$ cat config.mk
export PLATFORM = sky130hd
export DESIGN_NAME = us_delay_timer
export DESIGN_NICKNAME = d
export VERILOG_FILES = /design/src/rtl/us_timer_pkg.sv /design/src/rtl/us_tick_gen.sv /design/src/rtl/us_delay_timer.sv
export SDC_FILE = /design/constraint.sdc
export NUM_CORES = 1
export LEC_CHECK = 0
export CAP_MARGIN = 0
export CORE_UTILIZATION = 47
export CTS_BUF_LIST = sky130_fd_sc_hd__clkbuf_16
export CTS_CLUSTER_SIZE = 40
export DETAILED_ROUTE_END_ITERATION = 16
export MAX_ROUTING_LAYER = met4
export PLACE_DENSITY = 0.69
export SLEW_MARGIN = 0
export SYNTH_ARGS = -nofsm -noshare
export SYNTH_HDL_FRONTEND = slang
export SYNTH_HIERARCHICAL = 1
export SYNTH_SLANG_ARGS = --single-unit
$ cat constraint.sdc
create_clock -name clk -period 5.5 [get_ports clk]
set_input_delay 0.825 -clock clk [delete_from_list [all_inputs] [get_ports clk]]
set_output_delay 0.825 -clock clk [all_outputs]
set_load 0.01 [all_outputs]
$ cat src/rtl/us_timer_pkg.sv
// Shared types and defaults for the microsecond delay timer and its prescaler.
package us_timer_pkg;

  typedef enum logic {
    IDLE = 1'b0,
    RUN  = 1'b1
  } state_t;

  localparam int US_CLKS_PER_US_DEF = 100;
  localparam int US_DUR_W_DEF       = 16;

endpackage

$ cat src/rtl/us_tick_gen.sv
// Microsecond prescaler: counts 0..CLKS_PER_US-1 while enabled and flags the wrap edge.
module us_tick_gen #(
  parameter int CLKS_PER_US = 100
) (
  input  logic clk,
  input  logic rst,
  input  logic enable,
  input  logic clear,
  output logic tick
);

  localparam int            CW   = $clog2(CLKS_PER_US);
  localparam logic [CW-1:0] LAST = CW'(CLKS_PER_US - 1);

  logic [CW-1:0] cnt_q;

  // Tick is combinational so the owner acts on the same edge the counter wraps.
  assign tick = enable && (cnt_q == LAST);

  always_ff @(posedge clk or negedge rst) begin
    if (!rst) begin
      cnt_q <= '0;
    end else if (clear) begin
      cnt_q <= '0;
    end else if (enable) begin
      cnt_q <= (cnt_q == LAST) ? '0 : cnt_q + CW'(1);
    end
  end

endmodule

$ cat src/rtl/us_delay_timer.sv
// Programmable microsecond delay/interval timer with one-shot and auto-reload modes.
module us_delay_timer
  import us_timer_pkg::*;
#(
  parameter int CLKS_PER_US = US_CLKS_PER_US_DEF,
  parameter int DUR_W       = US_DUR_W_DEF
) (
  input  logic             clk,
  input  logic             rst,
  input  logic             start,
  input  logic [DUR_W-1:0] duration,
  input  logic             periodic,
  input  logic             abort,
  output logic             busy,
  output logic             done,
  output logic [DUR_W-1:0] remaining
);

  state_t           state_q;
  logic [DUR_W-1:0] dur_q;
  logic [DUR_W-1:0] rem_q;
  logic             per_q;
  logic             busy_q;
  logic             done_q;
  logic             tick;
  logic             run;
  logic             last_tick;

  assign run       = (state_q == RUN);
  assign last_tick = tick && (rem_q == DUR_W'(1));

  // Prescaler runs only in RUN; abort or IDLE pins it to zero so a new start
  // always sees a full first microsecond.
  us_tick_gen #(
    .CLKS_PER_US(CLKS_PER_US)
  ) u_tick (
    .clk    (clk),
    .rst    (rst),
    .enable (run),
    .clear  (!run || abort),
    .tick   (tick)
  );

  always_ff @(posedge clk or negedge rst) begin
    if (!rst) begin
      state_q <= IDLE;
      dur_q   <= '0;
      rem_q   <= '0;
      per_q   <= 1'b0;
      busy_q  <= 1'b0;
      done_q  <= 1'b0;
    end else begin
      done_q <= 1'b0;
      case (state_q)
        IDLE: begin
          if (start && !abort) begin
            if (duration != '0) begin
              state_q <= RUN;
              dur_q   <= duration;
              per_q   <= periodic;
              rem_q   <= duration;
              busy_q  <= 1'b1;
            end else begin
              done_q  <= 1'b1;
            end
          end
        end
        RUN: begin
          if (abort) begin
            state_q <= IDLE;
            rem_q   <= '0;
            busy_q  <= 1'b0;
          end else if (last_tick) begin
            done_q <= 1'b1;
            if (per_q) begin
              rem_q <= dur_q;
            end else begin
              state_q <= IDLE;
              rem_q   <= '0;
              busy_q  <= 1'b0;
            end
          end else if (tick) begin
            rem_q <= rem_q - DUR_W'(1);
          end
        end
        default: begin
          state_q <= IDLE;
          rem_q   <= '0;
          busy_q  <= 1'b0;
        end
      endcase
    end
  end

  assign busy      = busy_q;
  assign done      = done_q;
  assign remaining = rem_q;

endmodule

======== After elaboration in Yosys (flattened, before gate mapping) ========
Cells that the tools add are included.
storage, ports and cells
  register bits after elaboration ......... 43
  output and inout bits ................... 18
  input port bits ......................... 21
operators by class
  add/subtract/negate cells ............... 2
  reductions and logical operators ........ 11
  bitwise logic cells ..................... 1
  multiplexer cells ....................... 27
  equality and inequality tests ........... 7
operators with widths
  kind                     count
  $mux W16                 6
  $pmux W16 S2             1
  $mux W7                  3
  $eq A16 B1 Y1 const B    1
  $reduce_bool A16 Y1      1
  $sub A16 B1 Y16 const B  1
  $mux W1                  14
  $add A7 B1 Y7 const B    1
  $eq A7 B7 Y1 const B     1
  $pmux W1 S2              3
  $reduce_and A3 Y1        2
  $ne A2 B2 Y1 const B     2
  $ne A4 B2 Y1 const B     1
  $reduce_and A4 Y1        1
  $logic_and A1 B1 Y1      3
  $ne A3 B2 Y1 const B     1
  $ne A3 B3 Y1 const B     1
  $logic_not A1 Y1         2
  $reduce_bool A2 Y1       1
  $logic_or A1 B1 Y1       1
  $not A1 Y1               1

======== Logic depth before layout (Yosys ltp) ========
Gate-level depths: netlist of the first run.
  depth after elaboration ................. 6
  depth in mapped cells ................... 9

======== Hierarchy ========
The synthesis of the first run kept the hierarchy.
modules (own cells, without submodules)
  module          sequential area each (sq um)  instances  cells each  area an instance (sq um)
  us_delay_timer  900.9                         1          249         2115.8
  us_tick_gen     175.2                         1          42          400.4

======== Worst setup path after synthesis of the first run ========
No wires, ideal clock.
  kind .................................... flip-flop to flip-flop
  start ................................... register u_tick.cnt_q[2]
  end ..................................... register rem_q[5] (netlist: remaining[5])
  arrival ................................. 2.639 ns
  clock period less this slack ............ 2.765 ns
  required time ........................... 5.374 ns
  stages on the path, launching flop included .. 9
  setup slack ............................. 2.735 ns
  cells stage by stage .................... dfrtp_1 or4b_1 buf_2 nor3_1 nand2_1 or3_4 nor3_4 mux2i_1 a221o_1
between the ends
  cells in the longest elaborated chain, start to end .. 6
RTL lines
  item                     RTL line              RTL
  from (decl)              us_tick_gen.sv:15     logic [CW-1:0] cnt_q;
  from (signal assigned)   us_tick_gen.sv:26     cnt_q <= (cnt_q == LAST) ? '0 : cnt_q + CW'(1);
  $eq A7 B7 Y1 (*)         us_tick_gen.sv:18     assign tick = enable && (cnt_q == LAST);
  $logic_and A1 B1 Y1 (*)  us_tick_gen.sv:18
  net tick                 us_delay_timer.sv:25  logic tick;
  $logic_and A1 B1 Y1      us_delay_timer.sv:30  assign last_tick = tick && (rem_q == DUR_W'(1));
  $mux W16                 us_delay_timer.sv:73  end else if (last_tick) begin
  $mux W16                 us_delay_timer.sv:69  if (abort) begin
  $pmux W16 S2             us_delay_timer.sv:54  case (state_q)
  to (signal assigned)     us_delay_timer.sv:61  rem_q <= duration;
  to (signal assigned)     us_delay_timer.sv:76  rem_q <= dur_q;
  to (signal assigned)     us_delay_timer.sv:83  rem_q <= rem_q - DUR_W'(1);
  to (decl)                us_delay_timer.sv:21  logic [DUR_W-1:0] rem_q;
The timed path passes the listed nets; every way through them passes the cells marked *.
A chain may end at the register's enable or synchronous reset.

======== Final worst setup path of the first run ========
  start ................................... register u_tick.cnt_q[2]
  end ..................................... register rem_q[0] (netlist: remaining[0])
Same word-level chain as after synthesis.

==> results of run 1 <==
-- critical path: stages (launching register included) --
cell      delay, ns
dfrtp_1        0.43
or4b_1         0.66
nor3_1         0.45
nand2_1        0.19
nor4_2         0.71
nand2_1        0.39
a221oi_1       0.32
o32ai_1        0.11
-- synth_stat cells, drive strengths merged, types with 5 or more instances --
master,number
a21oi,22
a22oi,7
a31oi,6
clkbuf,8
dfrtp,43
inv,7
nand2,64
nand3,11
nand4,8
nor2,20
nor3,8
nor4,7
o21ai,14
xor2,5
-- state kept, by name, indices dropped and copies added (netlist names) --
signal and count:
dur_q 16, remaining 16, u_tick/cnt_q 7, busy 1
done 1, per_q 1, run 1
-- cell families (layout without fill, tap and decap cells) --
kind of cell	Yosys count	after routing	synth area share, %
muxes	2	2	0.8453
xor gates and xnor gates	9	9	3.133
and+or+nand+nor	137	137	27.75
buffers and inverters	16	56	2.437
AOI/OAI and AO/OA	81	81	21.58
DFF	43	43	42.76
adders and majority gates	3	3	1.492
-- cell type report --
class                           count  area [um^2]  area share, %
Inverter                            7        26.28         0.8464
Clock inverter                      3        12.51         0.4031
Tap cell                           70        87.58          2.821
Multi-Input combinational cell    232         1379          44.42
Timing Repair Buffer               41        397.9          12.82
Clock buffer                        5        125.1          4.031
Sequential cell                    43         1076          34.66
-- metal layers --
layer  wire length [um]  vias to the layer above
li1                   -                     1156
met1               3209                     1135
met2               3086                      114
met3                585                       12
met4                 97                        0
met5                  0                        -
-- final timing paths --
check	endpoint	cells after the start	slack, ns	startpoint
setup / recovery	remaining[0]$_DFFE_PN0P_	7	2.13	u_tick/cnt_q[2]$_DFFE_PN0P_
hold / removal	dur_q[11]$_DFFE_PN0P_	1	0.48	dur_q[11]$_DFFE_PN0P_
setup reg to reg	remaining[0]$_DFFE_PN0P_	7	2.13	u_tick/cnt_q[2]$_DFFE_PN0P_
hold reg to reg	dur_q[11]$_DFFE_PN0P_	1	0.48	dur_q[11]$_DFFE_PN0P_
max in group asynchronous	remaining[6]$_DFFE_PN0P_	1	4.24	rst
min in group asynchronous	u_tick/cnt_q[6]$_DFFE_PN0P_	1	0.69	rst
-- stage by stage --
| stage | cell area (um^2) | power, mW | worst slack, ns |
|---|---|---|---|
| CTS | 3104 | 1.024 | 2.241 |
| finish | 3104 | 1.023 | 2.127 |
| detailed placement | 2967 | 0.7443 | 2.188 |
| global placement | 2967 | 0.7417 | 2.229 |
| floorplan | 2516 | 0.6085 | 2.735 |
| global route | 3104 | 1.077 | 1.963 |
-- power by group --
| part | total (mW) | internal [mW] | switching, mW | leakage (nW) |
|---|---|---|---|---|
| Clock | 0.281 | 0.164 | 0.117 | 0.0762 |
| Combinational | 0.296 | 0.144 | 0.152 | 0.642 |
| Sequential | 0.446 | 0.368 | 0.0783 | 0.550 |
==> flow_summary_export.csv, run 1 <==
group,metric,value,unit
outcome,status,"complete, no violations",
timing,post-route-period-util,61.33,%
critical_path,worstSetupPathType,"flip-flop to flip-flop",
grt,grt.met1_usage,40.17,%
clocking,cts.sinks,43,
critical_path,cp.arrival,3.54,ns
die,die_h,75.17,um
cells_and_area,layout.nets,354,
die,num_rows,26,
clocking,cts-root-buf,"clkbuf_16",
clocking,cts_tree,"built",
clocking,cts_buffers,5,
cells_and_area,layout.cells.non_filler,401,
logic_synthesis,yosys_warnings,6,
placed_design,port_buffers,38,
clocking,cts_resized,0,
logic_synthesis,yosysSeqAreaShare,42.76,%
timing,worstMarginPinSlew,0.9340,ns
grt,grtUsageMet3,3.213,%
cells_and_area,drive_above_1_share,6.344,%
die,core-area,0.005140,mm^2
clocking,insertion_delay,0.28,ns
timing,period_needed,3.373,ns
die,die_x,75.17,um
timing,slew_violations,0,
grt,grt_pass1_wl,11180,um
grt,grt_use_met2,40.14,%
grt,grt-busiest-layer,"met1",
logic_synthesis,synth_edf_count,0,
power,powerDensity,329.6,mW/mm^2
logic_synthesis,syn_inst,291,
cells_and_area,fillers,473,
logic_synthesis,netlist_top_cells_area,"dfrtp_1 (43%), nand2_1 (9.4%), a21oi_1 (4.4%)",
route,drtAntennaViolNets,0,
die,start_util,48.95,%
logic_synthesis,yosysTopAreaCellShare,42.76,%
cells_and_area,diodes,0,
clocking,postCtsSetupBuffers,0,
worst_hold_path,holdCritPathClass,"flip-flop to flip-flop",
die,ios,39,
placed_design,place_hpwl,4973,um
grt,grt-ovfl-total,0,
placed_design,gp_routability_congestion,0.9018,
power,ir_drop,0.1605,mV
timing,worst_hold_slack,0.4797,ns
grt,grt_antenna_before_repair,0,
cells_and_area,area_growth,23.37,%
logic_synthesis,ys_seq_elements,43,
clocking,clockBufferDepth,2,
critical_path,crit_path_end_kind,"flip-flop",
cells_and_area,final_util,60.39,%
route,wirelength,6978,um
critical_path,worstSetupStartpointType,"flip-flop",
timing,slew_headroom,37.74,%
logic_synthesis,syn_nets,315,
power,total_leakage_power,1.268,nW
clocking,cts.clk_slew.worst_paths,0.06,ns
logic_synthesis,yosys.cell_types.count,54,
route,drcViolationCount,0,
route,vias_per_cell,6.027,
timing,tns,0,ns
route,num_vias,2417,
grt,grt_pass1_vias,2179,
clocking,hold_buffers,0,
placed_design,place_inst,393,
grt,grt_use_total,27.52,%
timing,setup_violations,0,
cells_and_area,final_cell_mix,"nand2_1 (63), dfrtp_1 (43), clkdlybuf4s50_1 (37)",
cells_and_area,final_common_cell,"nand2_1",
timing,fmax,0.2965,GHz
critical_path,cp_max_fo,9,
route,wl_per_cell,17.40,um
timing,skew,0.005717,ns
grt,grt_max_degree,44,
timing,hold_viol_final,0,
logic_synthesis,synth.cell_area,0.002516,mm^2
logic_synthesis,avgSynthCellArea,8.647,um^2
logic_synthesis,synth-main-ff-cell,"dfrtp_1",
critical_path,required,5.66,ns
run,drv_cap,0,
route,drtIter0Drc,295,
logic_synthesis,synth_top_cell_by_area,"dfrtp_1",
die,die_area,0.005650,mm^2
clocking,htreeDepth,2,
timing,rsz0062_at_grt,"false",
route,dr.pass1.iters,5,
logic_synthesis,ys_async_sr_fraction,100.0,%
(Power assumes the default switching activity.)
==> run 2: changes to the inputs <==
clock period = 3.14 ns   (was 5.5 ns; I/O delays follow)
==> flow_summary_export.csv, run 2 (synthesis results as in run 1) <==
group,metric,value,unit
outcome,status,"complete, no violations",
critical_path,reg2reg_depth,7,
power,swShare,32.70,%
die,core-area,0.005140,mm^2
route,wl_per_cell,17.54,um
placed_design,gp_routability_congestion,1.011,
grt,grt-ovfl-total,0,
critical_path,worstSetupStartpointType,"flip-flop",
clocking,cts_buffers,5,
cells_and_area,area_growth,28.00,%
route,met3WireLength,583,um
clocking,cts.clk_slew.worst_paths,0.06,ns
power,p_switching,620.8,uW
clocking,insertion_delay,0.29,ns
route,drcViolationCount,0,
grt,grt_pass1_wl,11500,um
timing,fmax,0.3583,GHz
timing,slew_violations,0,
timing,postLayoutSetupSlackWorst,0.3489,ns
placed_design,port_buffers,38,
power,ir_drop,0.3045,mV
power,seq_power_share,40.8,%
clocking,clockBufferDepth,2,
timing,worst_hold_slack,0.3461,ns
timing,post-route-period-util,88.89,%
critical_path,cp.buffers_inverters,0,
critical_path,r2r_slack,0.35,ns
critical_path,worstSetupPathType,"flip-flop to flip-flop",
cells_and_area,diodes,0,
grt,grt_use_total,28.45,%
clocking,htreeDepth,2,
critical_path,required,3.31,ns
route,wl_met1,3210,um
clocking,cts.sinks,43,
critical_path,cp_max_fo,8,
critical_path,timing.rr.end,"remaining[5]$_DFFE_PN0P_",
power,pwr-share-comb,28.3,%
power,powerDensity,589.5,mW/mm^2
grt,grt_antenna_before_repair,0,
die,die_h,75.17,um
route,wirelength,7244,um
die,start_util,48.95,%
timing,rsz0062_at_grt,"false",
die,die_x,75.17,um
run,drv_cap,0,
timing,hold_viol_final,0,
clocking,cts_resized,0,
route,drtAntennaViolNets,0,
cells_and_area,fillers,467,
placed_design,place_hpwl,5019,um
cells_and_area,final_cell_mix,"nand2_1 (63), dfrtp_1 (43), clkdlybuf4s50_1 (37)",
critical_path,crit_path_end_kind,"flip-flop",
worst_hold_path,holdCritPathClass,"input port to async pin",
clocking,postCtsSetupBuffers,0,
critical_path,crit_family,"simple AND/OR/NAND/NOR gates",
route,num_vias,2553,
timing,worstMarginPinSlew,1.178,ns
clocking,hold_buffers,0,
timing,skew,0.005733,ns
critical_path,cp.arrival,2.96,ns
timing,slew_headroom,21.18,%
placed_design,place_ws,0.3772,ns
timing,period_needed,2.791,ns
route,drtIter0Drc,306,
die,die_area,0.005650,mm^2
die,num_rows,26,
clocking,cts-root-buf,"clkbuf_16",
route,top_layer_used,"met4",
grt,grt_pass1_vias,2205,
grt,grt_max_degree,44,
critical_path,rr_startpoint,"u_tick/cnt_q[2]$_DFFE_PN0P_",
cells_and_area,final_common_cell,"nand2_1",
critical_path,slowest_stage,"or4b_1",
route,routed-wl-met2,3327,um
route,vias_per_cell,6.182,
die,ios,39,
critical_path,crit_path_max_incr_delay,0.57,ns
cells_and_area,drive_above_1_share,9.913,%
power,total_leakage_power,1.333,nW
timing,setup_violations,0,
power,p_int,1.278,mW
clocking,cts_tree,"built",
cells_and_area,layout.nets,366,
power,p_clk_share,30.8,%
critical_path,crit_path_cell_trace,"or4b_1 > nor3_1 > nand2_1 > or3_4 > nor3_4 > mux2i_1 > a221o_1",
timing,tns,0,ns
route,dr.pass1.iters,5,
==> run 2: changes by cell type in the layout (fill, tap and decap cells not counted) <==
cell | previous run | this run
buf_4 | 3 | 15
inv_1 | 9 | 7
bufinv_16 | 0 | 1
clkinv_1 | 0 | 1
==> run 2: worst reg2reg max path: stages (launching register included) <==
cell and delay (ns):
dfrtp_1 0.43, or4b_1 0.57, nor3_1 0.25, nand2_1 0.15, or3_4 0.38, nor3_4 0.43
mux2i_1 0.14, a221o_1 0.32
==> run 2: per-layer routing <==
metal	vias up	global-route usage, %
met1	1231	39.86
li1	1181	-
met3	13	6.292
met2	128	40.54
met5	-	-
met4	0	9.877
==> run 2: power groups by stage <==
stage	logic (mW)	registers (mW)	clock network (mW)
floorplan	0.301	0.765	0
global placement	0.528	0.779	0
detailed placement	0.529	0.781	0
CTS	0.535	0.772	0.593
global route	0.589	0.791	0.609
finish	0.538	0.775	0.585
==> run 2: area by class of cell <==
cell class | instances | area [um^2] | area share, %
Multi-Input combinational cell | 232 | 1379 | 42.81
Timing Repair Buffer | 53 | 488.0 | 15.15
Inverter | 7 | 26.28 | 0.8159
Clock inverter | 3 | 38.79 | 1.204
Sequential cell | 43 | 1076 | 33.41
Tap cell | 70 | 87.58 | 2.720
Clock buffer | 5 | 125.1 | 3.885
==> run 2: metrics by stage <==
step / std cells / instance area (um^2) / power [mW] / utilization (%)
after floorplan: 291 / 2516 / 1.066 / -
after global routing: 413 / 3221 / 1.989 / 62.66
after CTS: 413 / 3221 / 1.900 / 62.66
after detailed placement: 405 / 3057 / 1.310 / 59.47
after global placement: 405 / 3057 / 1.308 / 59.47
final: 413 / 3221 / 1.899 / 62.66
==> run 2: worst max-delay path by stage <==
stage	start	endpoint	slack, ns	cells past startpoint
3_3_place_gp	duration[11]	dur_q[7]$_DFFE_PN0P_	0.43	7
6_report	u_tick/cnt_q[2]$_DFFE_PN0P_	remaining[5]$_DFFE_PN0P_	0.35	7
5_1_grt	u_tick/cnt_q[2]$_DFFE_PN0P_	remaining[5]$_DFFE_PN0P_	0.19	7
4_1_cts	u_tick/cnt_q[2]$_DFFE_PN0P_	remaining[5]$_DFFE_PN0P_	0.37	7
2_1_floorplan	u_tick/cnt_q[2]$_DFFE_PN0P_	remaining[5]$_DFFE_PN0P_	0.38	8
3_5_place_dp	u_tick/cnt_q[2]$_DFFE_PN0P_	remaining[5]$_DFFE_PN0P_	0.38	7
